===== src/rtl/ctrl_pipe.sv =====
// ctrl_pipe: registered 9-bit ISA decoder with load-use stall, branch-shadow squash and sticky HALT.
// Latency: an accepted instruction appears on the control outputs 1 cycle after acceptance.
// Backpressure: Stall (combinational) asks fetch to hold the word; HALT stalls until Reset.
// Optional perf counters (InstCnt/StallCnt/FlushCnt) are built when CTRL_PERF_EN is defined.
module ctrl_pipe #(
    parameter int         JW      = 8,
    parameter logic [2:0] LD_BASE = 3'd6,
    parameter logic [2:0] ST_BASE = 3'd7,
    parameter int         SHADOW  = 1,
    parameter int         CW      = 16
) (
    input  logic          Clk,
    input  logic          Reset,
    input  logic          InstValid,
    input  logic [8:0]    MachCode,
    output logic          Stall,
    output logic [JW-1:0] Jptr,
    output logic [2:0]    Aluop,
    output logic [2:0]    Ra,
    output logic [2:0]    Rb,
    output logic [2:0]    Wd,
    output logic          WenR,
    output logic          WenD,
    output logic          RenD,
    output logic          MemToReg,
    output logic          Jen,
    output logic          Done
`ifdef CTRL_PERF_EN
    ,
    output logic [CW-1:0] InstCnt,
    output logic [CW-1:0] StallCnt,
    output logic [CW-1:0] FlushCnt
`endif
);

    typedef enum logic [1:0] {S_RUN, S_FLUSH, S_HALT} state_t;

    typedef struct packed {
        logic [JW-1:0] jptr;
        logic [2:0]    aluop;
        logic [2:0]    ra;
        logic [2:0]    rb;
        logic [2:0]    wd;
        logic          wen_r;
        logic          wen_d;
        logic          ren_d;
        logic          mem_to_reg;
        logic          jen;
        logic          done;
    } ctrl_t;

    state_t     r_state;
    state_t     w_nxt_state;
    logic [1:0] r_cnt;
    logic [1:0] w_nxt_cnt;
    ctrl_t      r_out;
    ctrl_t      w_nxt_out;
    ctrl_t      w_dec;

    logic w_is_done, w_is_br, w_is_st, w_is_ld, w_is_mv, w_is_r;
    logic w_rd_hit, w_hazard, w_accept;

    assign w_is_done = (MachCode == 9'b011111111);
    assign w_is_br   = (MachCode[8:6] == 3'b100);
    assign w_is_st   = (MachCode[8:6] == 3'b101);
    assign w_is_ld   = (MachCode[8:6] == 3'b110);
    assign w_is_mv   = (MachCode[8:6] == 3'b111);
    assign w_is_r    = !MachCode[8] && !w_is_done;

    // Field decode: R-type defaults first, then per-class overrides.
    always_comb begin
        w_dec            = '0;
        w_dec.jptr       = JW'(MachCode[5:0]);
        w_dec.aluop      = MachCode[7:5];
        w_dec.ra         = {1'b0, MachCode[4:3]};
        w_dec.rb         = MachCode[2:0];
        w_dec.wd         = MachCode[2:0];
        w_dec.wen_r      = 1'b1;
        if (w_is_done) begin
            w_dec.done  = 1'b1;
            w_dec.wen_r = 1'b0;
        end else if (w_is_br) begin
            w_dec.jen   = 1'b1;
            w_dec.wen_r = 1'b0;
        end else if (w_is_ld) begin
            w_dec.ren_d      = 1'b1;
            w_dec.mem_to_reg = 1'b1;
            w_dec.wd         = MachCode[5:3];
            w_dec.ra         = LD_BASE;
        end else if (w_is_st) begin
            w_dec.wen_d = 1'b1;
            w_dec.wen_r = 1'b0;
            w_dec.ra    = ST_BASE;
            w_dec.rb    = MachCode[5:3];
        end else if (w_is_mv) begin
            w_dec.ra = MachCode[5:3];
            w_dec.wd = MachCode[2:0];
        end
    end

    // Registers actually read by the incoming word; base registers count as reads.
    assign w_rd_hit = (w_is_r  && ((w_dec.ra == r_out.wd) || (w_dec.rb == r_out.wd)))
                   || (w_is_st && ((w_dec.ra == r_out.wd) || (w_dec.rb == r_out.wd)))
                   || (w_is_mv &&  (w_dec.ra == r_out.wd))
                   || (w_is_ld &&  (w_dec.ra == r_out.wd));

    // Squashed words in FLUSH never stall, so the hazard is qualified with RUN.
    assign w_hazard = (r_state == S_RUN) && r_out.ren_d && InstValid && w_rd_hit;
    assign Stall    = (r_state == S_HALT) || w_hazard;
    assign w_accept = InstValid && !Stall && (r_state == S_RUN);

    // Next state, shadow counter and next registered controls; bubble by default.
    always_comb begin
        w_nxt_state = r_state;
        w_nxt_cnt   = r_cnt;
        w_nxt_out   = '0;
        case (r_state)
            S_RUN: begin
                if (w_accept) begin
                    if (w_is_done) begin
                        w_nxt_out.done = 1'b1;
                        w_nxt_state    = S_HALT;
                    end else begin
                        w_nxt_out = w_dec;
                        if (w_is_br && (SHADOW > 0)) begin
                            w_nxt_state = S_FLUSH;
                            w_nxt_cnt   = 2'(SHADOW);
                        end
                    end
                end
            end
            S_FLUSH: begin
                w_nxt_cnt = r_cnt - 2'd1;
                if (r_cnt <= 2'd1) begin
                    w_nxt_state = S_RUN;
                end
            end
            S_HALT: begin
                w_nxt_out.done = 1'b1;
            end
            default: begin
                w_nxt_state = S_RUN;
            end
        endcase
    end

    // State, shadow counter and output register update.
    always_ff @(posedge Clk) begin
        if (Reset) begin
            r_state <= S_RUN;
            r_cnt   <= 2'd0;
            r_out   <= '0;
        end else begin
            r_state <= w_nxt_state;
            r_cnt   <= w_nxt_cnt;
            r_out   <= w_nxt_out;
        end
    end

    assign Jptr     = r_out.jptr;
    assign Aluop    = r_out.aluop;
    assign Ra       = r_out.ra;
    assign Rb       = r_out.rb;
    assign Wd       = r_out.wd;
    assign WenR     = r_out.wen_r;
    assign WenD     = r_out.wen_d;
    assign RenD     = r_out.ren_d;
    assign MemToReg = r_out.mem_to_reg;
    assign Jen      = r_out.jen;
    assign Done     = r_out.done;

`ifdef CTRL_PERF_EN
    logic [CW-1:0] r_inst_cnt, r_stall_cnt, r_flush_cnt;
    logic          w_squash;

    assign w_squash = (r_state == S_FLUSH) && InstValid;

    // Saturating event counters, frozen while halted.
    always_ff @(posedge Clk) begin
        if (Reset) begin
            r_inst_cnt  <= '0;
            r_stall_cnt <= '0;
            r_flush_cnt <= '0;
        end else if (r_state != S_HALT) begin
            if (w_accept && !(&r_inst_cnt))  r_inst_cnt  <= r_inst_cnt + CW'(1);
            if (Stall && !(&r_stall_cnt))    r_stall_cnt <= r_stall_cnt + CW'(1);
            if (w_squash && !(&r_flush_cnt)) r_flush_cnt <= r_flush_cnt + CW'(1);
        end
    end

    assign InstCnt  = r_inst_cnt;
    assign StallCnt = r_stall_cnt;
    assign FlushCnt = r_flush_cnt;
`endif

endmodule


===== config.mk =====
export PLATFORM = sky130hd
export DESIGN_NAME = ctrl_pipe
export DESIGN_NICKNAME = d
export VERILOG_FILES = /design/src/rtl/ctrl_pipe.sv
export SDC_FILE = /design/constraint.sdc
export NUM_CORES = 1
export LEC_CHECK = 0
export CORE_MARGIN = 2
export CORE_UTILIZATION = 38
export CTS_BUF_LIST = sky130_fd_sc_hd__clkbuf_4
export DETAILED_ROUTE_END_ITERATION = 12
export PLACE_DENSITY = 0.76
export SLEW_MARGIN = 20
export SYNTH_ARGS = -nofsm -noshare
export SYNTH_HDL_FRONTEND = slang
export SYNTH_SLANG_ARGS = --single-unit
export TNS_END_PERCENT = 5

===== constraint.sdc =====
create_clock -name Clk -period 1.8 [get_ports Clk]
set_input_delay 0.36 -clock Clk [delete_from_list [all_inputs] [get_ports Clk]]
set_output_delay 0.36 -clock Clk [all_outputs]
set_load 0.02 [all_outputs]

==> run_results.csv, run 1 <==
group,metric,value,unit
run_status,status,"complete, but fails checks",
run_status,violations,"negative setup slack",
sta,finalHoldViolations,0,
sta,fin_ws,-401.2,ps
clock_tree,insertion_delay,300,ps
cells_and_area,antenna_cells,0,
yosys,synth.most_common_cell,"dfxtp_1",
clock_tree,cts_made_buffers,3,
sta,hold_slack,443.1,ps
yosys,synth_top_cell_by_area,"dfxtp_1",
placement,port_buffers,36,
worst_setup_path,required,1440,ps
clock_tree,cts-root-buf,"clkbuf_4",
clock_tree,cts.clk_slew.worst_paths,130,ps
yosys,synth_fa_ha_area_share,0.9132,%
floorplanning,start_util,40.42,%
placement,place_congestion,0.8738,
floorplanning,core,3390,um^2
clock_tree,htree_levels,1,
yosys,synth_ff_type,"dfxtp_1",
yosys,synth_common_cells,"26 x dfxtp_1, 17 x a21oi_1, 7 x a2111oi_2, 7 x nand3_1, 7 x nor2_1",
cells_and_area,drive_gt1_share,37.07,%
sta,setup_violations,10,
grt,grt_pass1_wl,5809,um
yosys,synth-xor-area-share,2.557,%
yosys,async_flop_share,0,%
cells_and_area,area.growth.synth_to_final,52.79,%
yosys,yosys_register_bits,26,
pwr,power_leakage,0.8533,nW
pwr,p_per_area,560.7,nW/um^2
worst_setup_path,crit_type,"primary input to output port",
clock_tree,clock_sinks,26,
grt,first_global_vias,1259,
worst_setup_path,worstPathArrival,1840,ps
sta,grt_setup_unrepaired,"yes",
pwr,ir_drop,275.5,uV
cells_and_area,final_nets,220,
route,drc,0,
sta,min_period,2201,ps
job,drv_cap,0,
grt,antenna_found_initial,0,
worst_hold_path,hold_start,"MachCode[0]",
yosys,yosysSeqAreaShare,37.99,%
floorplanning,die_y,64.05,um
floorplanning,die_w,64.05,um
yosys,netlist_area,1370,um^2
clock_tree,clock_path_buffers,2,
worst_hold_path,min_path_type,"primary input to register",
yosys,avgSynthCellArea,9.581,um^2
route,dr.pass1.iters,4,
grt,grt.overflow.total,0,
yosys,synthTopCellsByArea,"dfxtp_1 38%, a2111oi_2 7.7%, a21oi_1 6.2%",
worst_setup_path,start_kind,"primary input",
yosys,synth_cell_types,47,
worst_setup_path,crit_path_max_fanout,4,
yosys,ys.warnings.count,0,
sta,fin_setup_tns,-724.4,ps
worst_setup_path,startpoint,"MachCode[1]",
sta,fin_crit_sh,122.3,%
worst_setup_path,r2r-start,"Wd[1]",
yosys,synth-compound-area-share,27.31,%
route,via_count,1343,
placement,place_hpwl,2609,um
route,ant_nets,0,
grt,grt_max_degree,23,
yosys,synth_cells,143,
yosys,synth_top_family_by_area,"compound AO/OA/AOI/OAI gates",
route,wirelength,3585,um
route,wire_per_inst,14.28,um
sta,drv_slew,0,
clock_tree,cts_tree,"built",
floorplanning,core.rowCount,21,
floorplanning,die-area,4102,um^2
sta,clock-skew-final,6.299,ps
yosys,yosysTopAreaCellShare,37.99,%
route,drtIter0Drc,47,
yosys,muxShareOfSynthArea,2.922,%
worst_setup_path,endpoint_kind,"output port",
route,vias_per_cell,5.351,
yosys,synth-edff-count,0,
sta,maxClockFrequency,0.4543,GHz
grt,grt_usage,17.66,%
yosys,synthSimpleGateAreaFrac,18.81,%
floorplanning,ios,39,
area by class of cell:
cell class,count,area (um^2)
flip-flops and latches,26,526.8
inverters,6,22.52
clock buffers,3,22.52
repair buffers,74,646.9
fillers,275,1296
multi-input cells,96,817.0
well taps,46,57.56
state kept, by name, summed over array words and instances, names as in the netlist, 2 cells and up:
| name | count |
|---|---|
| Aluop | 3 |
| Jptr | 5 |
| Ra | 3 |
| Wd | 3 |
| r_state | 2 |
| r_cnt | 2 |
| Rb | 3 |
logic make-up after synthesis:
logic type | after synthesis
XOR/XNOR | 4
multiplexers | 4
adder cells (fa/ha/maj) | 1
other | 1
AO/OA/AOI/OAI | 45
AND/OR/NAND/NOR | 40
flip-flops | 26
buffers and inverters | 22
routing by layer:
layer  vias to the layer above  GRT usage [%]  part of all wire (%)
met1                       630          22.02                    43
met3                         4          2.113                   4.2
met4                         0          6.522                   1.2
met2                        48          30.99                    51
met5                         -              0                     0
li1                        661              -                     -
path summary, 6_finish.rpt:
kind,endpoint,depth (start not counted),slack (ps)
setup / recovery,Stall,7,-400
hold / removal,Jptr[0],4,440
setup reg to reg,Wd[1],6,30
hold reg to reg,r_cnt[0],1,490
critical path, stage by stage:
cell and delay [ps]:
clkdlybuf4s15_2 210, nand4_1 180, nor3_2 320, a21oi_1 100, a32o_2 270, a32o_2 270, buf_6 130
through the flow:
| stage | power, W | setup WS [ps] | cells | utilization, % | instance area [um^2] |
|---|---|---|---|---|---|
| global route | 0.001223 | -437.7 | 251 | 61.76 | 2093 |
| finish | 0.001174 | -401.2 | 251 | 61.76 | 2093 |
| CTS | 0.001157 | -320.0 | 251 | 59.21 | 2007 |
| floorplan | 0.0007945 | -134.5 | 144 | - | 1398 |
| detailed placement | 0.0009241 | -1170 | 241 | 57.11 | 1936 |
| global placement | 0.0009179 | -1152 | 241 | 57.11 | 1936 |
cell usage in the layout (no fill, tap or decap), drive strengths merged, types with 2 or more instances in the layout:
cell,Yosys,final
dlygate4sd2,0,2
o21ai,3,3
nor3,5,5
nand3,7,7
a32o,2,2
dlymetal6s2s,0,2
conb,1,2
nor3b,2,2
and3b,2,2
buf,11,44
dfxtp,26,26
nand3b,2,2
mux2i,4,4
a221oi,2,2
nand2,3,3
clkbuf,5,3
a21oi,18,18
a211oi,4,4
nand2b,3,3
inv,6,6
nand4,2,2
nor2,7,7
clkdlybuf4s15,0,4
clkdlybuf4s50,0,22
or3,3,3
a2111oi,9,9
xnor2,3,3
where the power goes:
group	switching (W)	internal, W	leakage (nW)
Clock	0.000153	0.0000779	0.0138
Combinational	0.000172	0.000163	0.625
Sequential	0.0000111	0.000597	0.214
what timing repair did:
action	in CTS	in global routing
hold buffers	0	0
gates resized for setup	47	14
gates cloned	1	0
pin swaps	8	1
setup buffers	6	0
setup endpoints to repair	25	12
(Power assumes the default switching activity.)
==> run 2, diff against run 1 <==
--- a/config.mk
+++ b/config.mk
@@ -9,9 +9,9 @@
 export CORE_UTILIZATION = 38
 export CTS_BUF_LIST = sky130_fd_sc_hd__clkbuf_4
 export DETAILED_ROUTE_END_ITERATION = 12
-export PLACE_DENSITY = 0.76
+export GPL_TIMING_DRIVEN = 0
+export PLACE_DENSITY = 0.78
 export SLEW_MARGIN = 20
 export SYNTH_ARGS = -nofsm -noshare
 export SYNTH_HDL_FRONTEND = slang
 export SYNTH_SLANG_ARGS = --single-unit
-export TNS_END_PERCENT = 5
==> run_results.csv, run 2 (synthesis gave the netlist of run 1 again) <==
group,metric,value,unit
cells_and_area,final_cell_mix,"24 x clkdlybuf4s50_1, 22 x dfxtp_1, 16 x a21oi_1",
cells_and_area,final_common_cell,"clkdlybuf4s50_1",
worst_setup_path,worstPathArrival,1890,ps
cells_and_area,largest_reg_flops,5,
placement,place_hpwl,2436,um
pwr,ir_drop,271.7,uV
run_status,status,"complete, but fails checks",
floorplanning,core,3390,um^2
floorplanning,ios,39,
route,wire_per_inst,15.09,um
worst_setup_path,r2r-start,"Wd[1]",
worst_hold_path,hold_path_end,"Jptr[3]",
floorplanning,die-area,4102,um^2
run_status,violations,"negative setup slack",
worst_setup_path,start_kind,"register",
placement,port_buffers,34,
clock_tree,cts-root-buf,"clkbuf_4",
pwr,power.total,0.001173,W
worst_setup_path,endpoint_kind,"output port",
sta,tightest_slew,987.4,ps
clock_tree,htree_levels,1,
floorplanning,die_w,64.05,um
clock_tree,clock_path_buffers,2,
floorplanning,die_y,64.05,um
job,drv_cap,0,
sta,maxClockFrequency,0.4453,GHz
cells_and_area,final_nets,205,
grt,grt_pass1_wl,5809,um
cells_and_area,area.growth.synth_to_final,45.21,%
route,via_count,1297,
placement,dp_slack,-1430,ps
clock_tree,cts.clk_slew.worst_paths,140,ps
clock_tree,cts_tree,"built",
route,vias_per_cell,5.473,
pwr,power_leakage,0.7758,nW
route,dr.pass1.iters,4,
worst_setup_path,r2r-end,"Wd[2]",
sta,drv_slew,0,
grt,grt_usage,18.03,%
clock_tree,cts_hold_buf,0,
sta,setup_violations,9,
clock_tree,insertion_delay,320,ps
cells_and_area,final_cells,237,
worst_setup_path,startpoint,"Wd[1]",
placement,place_congestion,0.8760,
worst_setup_path,crit_type,"register to output port",
worst_hold_path,holdPathStages,3,
sta,fin_setup_tns,-600.7,ps
worst_hold_path,hold_start,"MachCode[3]",
floorplanning,core.rowCount,21,
route,drtIter0Drc,66,
grt,first_global_vias,1251,
worst_setup_path,r2r_slack,-30,ps
sta,fin_ws,-445.6,ps
cells_and_area,drive_gt1_share,31.94,%
sta,hold_slack,290.3,ps
sta,finalHoldViolations,0,
sta,max_slew_margin,33.25,%
sta,grt_setup_unrepaired,"yes",
grt,antenna_found_initial,0,
route,drc,0,
worst_setup_path,crit_path_max_fanout,7,
placement,place_inst,224,
sta,clock-skew-final,5.703,ps
pwr,p_per_area,589.8,nW/um^2
clock_tree,cts_made_buffers,3,
clock_tree,clock_sinks,26,
route,wirelength,3577,um
route,ant_nets,0,
worst_hold_path,min_path_type,"primary input to register",
floorplanning,start_util,40.42,%
grt,grt.overflow.total,0,
cells_and_area,antenna_cells,0,
worst_setup_path,required,1440,ps
grt,grt_max_degree,15,
sta,min_period,2246,ps
worst_setup_path,r2r_cells,6,
sta,fin_crit_sh,124.8,%
run 2: cell types whose count changed in the layout (fill, tap and decap cells not counted), sizes merged:
cell and delta:
buf -15, clkbuf +4, clkdlybuf4s15 -4, clkdlybuf4s50 +2, dlygate4sd2 -2, clkinv +1
run 2: worst max path at each step:
| stage | end | slack, ps |
|---|---|---|
| floorplan | Stall | -130 |
| global placement | Stall | -1440 |
| detailed placement | Stall | -1430 |
| CTS | Stall | -370 |
| global route | Stall | -480 |
| finish | Stall | -450 |
run 2: layer usage:
| metal | global-route usage [%] | vias up | share of wire (%) |
|---|---|---|---|
| li1 | - | 625 | - |
| met1 | 21.01 | 603 | 41 |
| met2 | 31.77 | 61 | 51 |
| met3 | 2.465 | 8 | 4.9 |
| met4 | 9.511 | 0 | 2.4 |
| met5 | 0 | - | 0 |
run 2: per-stage QoR:
stage               instance area [um^2]  util [%]
floorplan                           1398         -
global placement                    1795     52.97
detailed placement                  1795     52.97
CTS                                 1906     56.22
global route                        1989     58.69
finish                              1989     58.69
run 2: timing repair:
action | in CTS | in global routing
hold endpoints to repair | 0 | 0
setup buffers | 8 | 1
setup endpoints to repair | 23 | 21
gates resized for setup | 54 | 10
pin swaps | 8 | 1
run 2: cell type report:
class,count,area (um^2)
fill,262,1400
multi-input combinational,96,842.1
sequential,26,533.0
timing repair buffer,43,381.6
buffer,16,126.4
tap,46,57.56
clock buffer,3,22.52
inverter,6,22.52
clock inverter,1,3.754
run 2: critical path, stage by stage, from the launching register on:
cell and delay [ps]:
dfxtp_4 390, o211ai_1 250, a21oi_2 110, a32o_2 310
buf_8 120, a32o_2 250, buf_6 130
run 2: where the power goes:
group | switching (W) | total, W | internal [W]
registers | 0.0000128 | 0.000608 | 0.000595
clock network | 0.000167 | 0.000249 | 0.0000812
logic | 0.000172 | 0.000317 | 0.000145
==> run 3, diff against run 2 <==
--- a/config.mk
+++ b/config.mk
@@ -6,11 +6,11 @@
 export NUM_CORES = 1
 export LEC_CHECK = 0
 export CORE_MARGIN = 2
-export CORE_UTILIZATION = 38
+export CORE_UTILIZATION = 44
 export CTS_BUF_LIST = sky130_fd_sc_hd__clkbuf_4
 export DETAILED_ROUTE_END_ITERATION = 12
 export GPL_TIMING_DRIVEN = 0
-export PLACE_DENSITY = 0.78
+export PLACE_DENSITY = 0.87
 export SLEW_MARGIN = 20
 export SYNTH_ARGS = -nofsm -noshare
 export SYNTH_HDL_FRONTEND = slang
==> run_results.csv, run 3 (synthesis gave the netlist of run 1 again) <==
group,metric,value,unit
clock_tree,clock_sinks,26,
grt,first_global_vias,1247,
grt,grt_max_degree,16,
placement,placed_area,1779,um^2
floorplanning,core.rowCount,20,
clock_tree,cts_tree,"built",
route,ant_nets,0,
clock_tree,insertion_delay,340,ps
sta,min_period,2242,ps
floorplanning,start_util,45.63,%
sta,clock-skew-final,4.664,ps
sta,max_slew_margin,35.99,%
worst_setup_path,required,1440,ps
cells_and_area,area.growth.synth_to_final,51.05,%
cells_and_area,largest_reg_flops,5,
cells_and_area,fin_util,68.92,%
grt,grt_usage,22.29,%
sta,fin_ws,-441.9,ps
worst_setup_path,worstPathArrival,1880,ps
sta,fin_crit_sh,124.5,%
placement,place_congestion,0.9160,
route,vias_per_cell,5.811,
floorplanning,core,3003,um^2
worst_setup_path,endpoint_kind,"output port",
floorplanning,die-area,3576,um^2
clock_tree,cts_made_buffers,3,
route,drc,0,
route,wire_per_inst,17.07,um
sta,maxClockFrequency,0.4461,GHz
sta,drv_slew,0,
sta,setup_violations,9,
sta,hold_slack,294.7,ps
placement,port_buffers,34,
sta,grt_setup_unrepaired,"yes",
pwr,p_per_area,658.9,nW/um^2
cells_and_area,final_cell_mix,"24 x clkdlybuf4s50_1, 22 x dfxtp_1, 16 x a21oi_1, 16 x buf_4",
cells_and_area,antenna_cells,0,
clock_tree,htree_levels,1,
floorplanning,die_y,59.80,um
run_status,status,"complete, but fails checks",
pwr,ir_drop,454.7,uV
sta,tightest_slew,960.2,ps
cells_and_area,drive_gt1_share,35.57,%
cells_and_area,final_nets,208,
grt,grt_pass1_wl,5996,um
worst_setup_path,start_kind,"register",
floorplanning,die_w,59.80,um
worst_setup_path,crit_path_max_fanout,6,
pwr,power_leakage,0.8140,nW
worst_hold_path,min_path_type,"primary input to register",
clock_tree,cts-root-buf,"clkbuf_4",
worst_setup_path,crit_type,"register to output port",
route,via_count,1319,
grt,grt.overflow.total,0,
clock_tree,cts_hold_buf,0,
route,drtIter0Drc,43,
cells_and_area,final_common_cell,"clkdlybuf4s50_1",
job,drv_cap,0,
route,wirelength,3876,um
placement,place_hpwl,2311,um
clock_tree,clock_path_buffers,2,
clock_tree,cts.clk_slew.worst_paths,150,ps
cells_and_area,final_area,2069,um^2
grt,antenna_found_initial,0,
run_status,violations,"negative setup slack",
sta,finalHoldViolations,0,
route,dr.pass1.iters,4,
floorplanning,ios,39,
[run 3: through the flow]
stage,instances,setup slack (ps),power (W),setup TNS [ps]
floorplan,144,-134.5,0.0007945,-134.5
global placement,211,-1417,0.0008852,-13060
detailed placement,211,-1519,0.0008929,-15150
CTS,225,-375.7,0.001321,-450.5
global route,227,-513.9,0.001404,-1424
finish,227,-441.9,0.001363,-670.8
[run 3: timing repair]
item	4_1_cts	5_1_grt
pin swaps	9	1
setup buffers	10	2
endpoints found under the setup margin	26	21
gates resized for setup	60	10
[run 3: final cells by class]
| class | instances | area (um^2) |
|---|---|---|
| fillers | 214 | 933.4 |
| multi-input cells | 96 | 878.3 |
| flip-flops and latches | 26 | 533.0 |
| repair buffers | 46 | 415.4 |
| plain buffers | 16 | 126.4 |
| well taps | 33 | 41.29 |
| clock inverters | 1 | 30.03 |
| clock buffers | 3 | 22.52 |
| inverters | 6 | 22.52 |
[run 3: report_power, final]
| group | leakage (nW) | switching, W | internal (W) |
|---|---|---|---|
| logic | 0.571 | 0.000182 | 0.000159 |
| registers | 0.215 | 0.0000143 | 0.000595 |
| clock network | 0.0279 | 0.000187 | 0.000226 |
| total | 0.814 | 0.000383 | 0.000980 |
[run 3: per-layer routing]
layer / share of wire (%) / GRT usage (%) / wire [um] / up-vias
met1: 41 / 27.02 / 1574 / 623
li1: - / - / - / 627
met5: 0 / 0 / 0 / -
met4: 2.2 / 11.43 / 84 / 0
met3: 5.3 / 4.545 / 205 / 11
met2: 52 / 36.96 / 2012 / 58
[run 3: worst paths after layout]
check | start | to | slack (ps) | depth (start not counted)
worst min register to register | r_cnt[0] | r_cnt[0] | 520 | 1
worst max register to register | Wd[0] | Jptr[0] | -50 | 7
worst min-delay path | MachCode[3] | Jptr[3] | 290 | 3
worst max-delay path | Wd[0] | Stall | -440 | 7
[run 3: critical path: stages, from the launching register on]
cell and delay [ps]:
dfxtp_4 400, buf_4 130, o221ai_2 170, a221oi_2 80, a32o_2 270, buf_8 130
a32o_2 240, buf_6 130
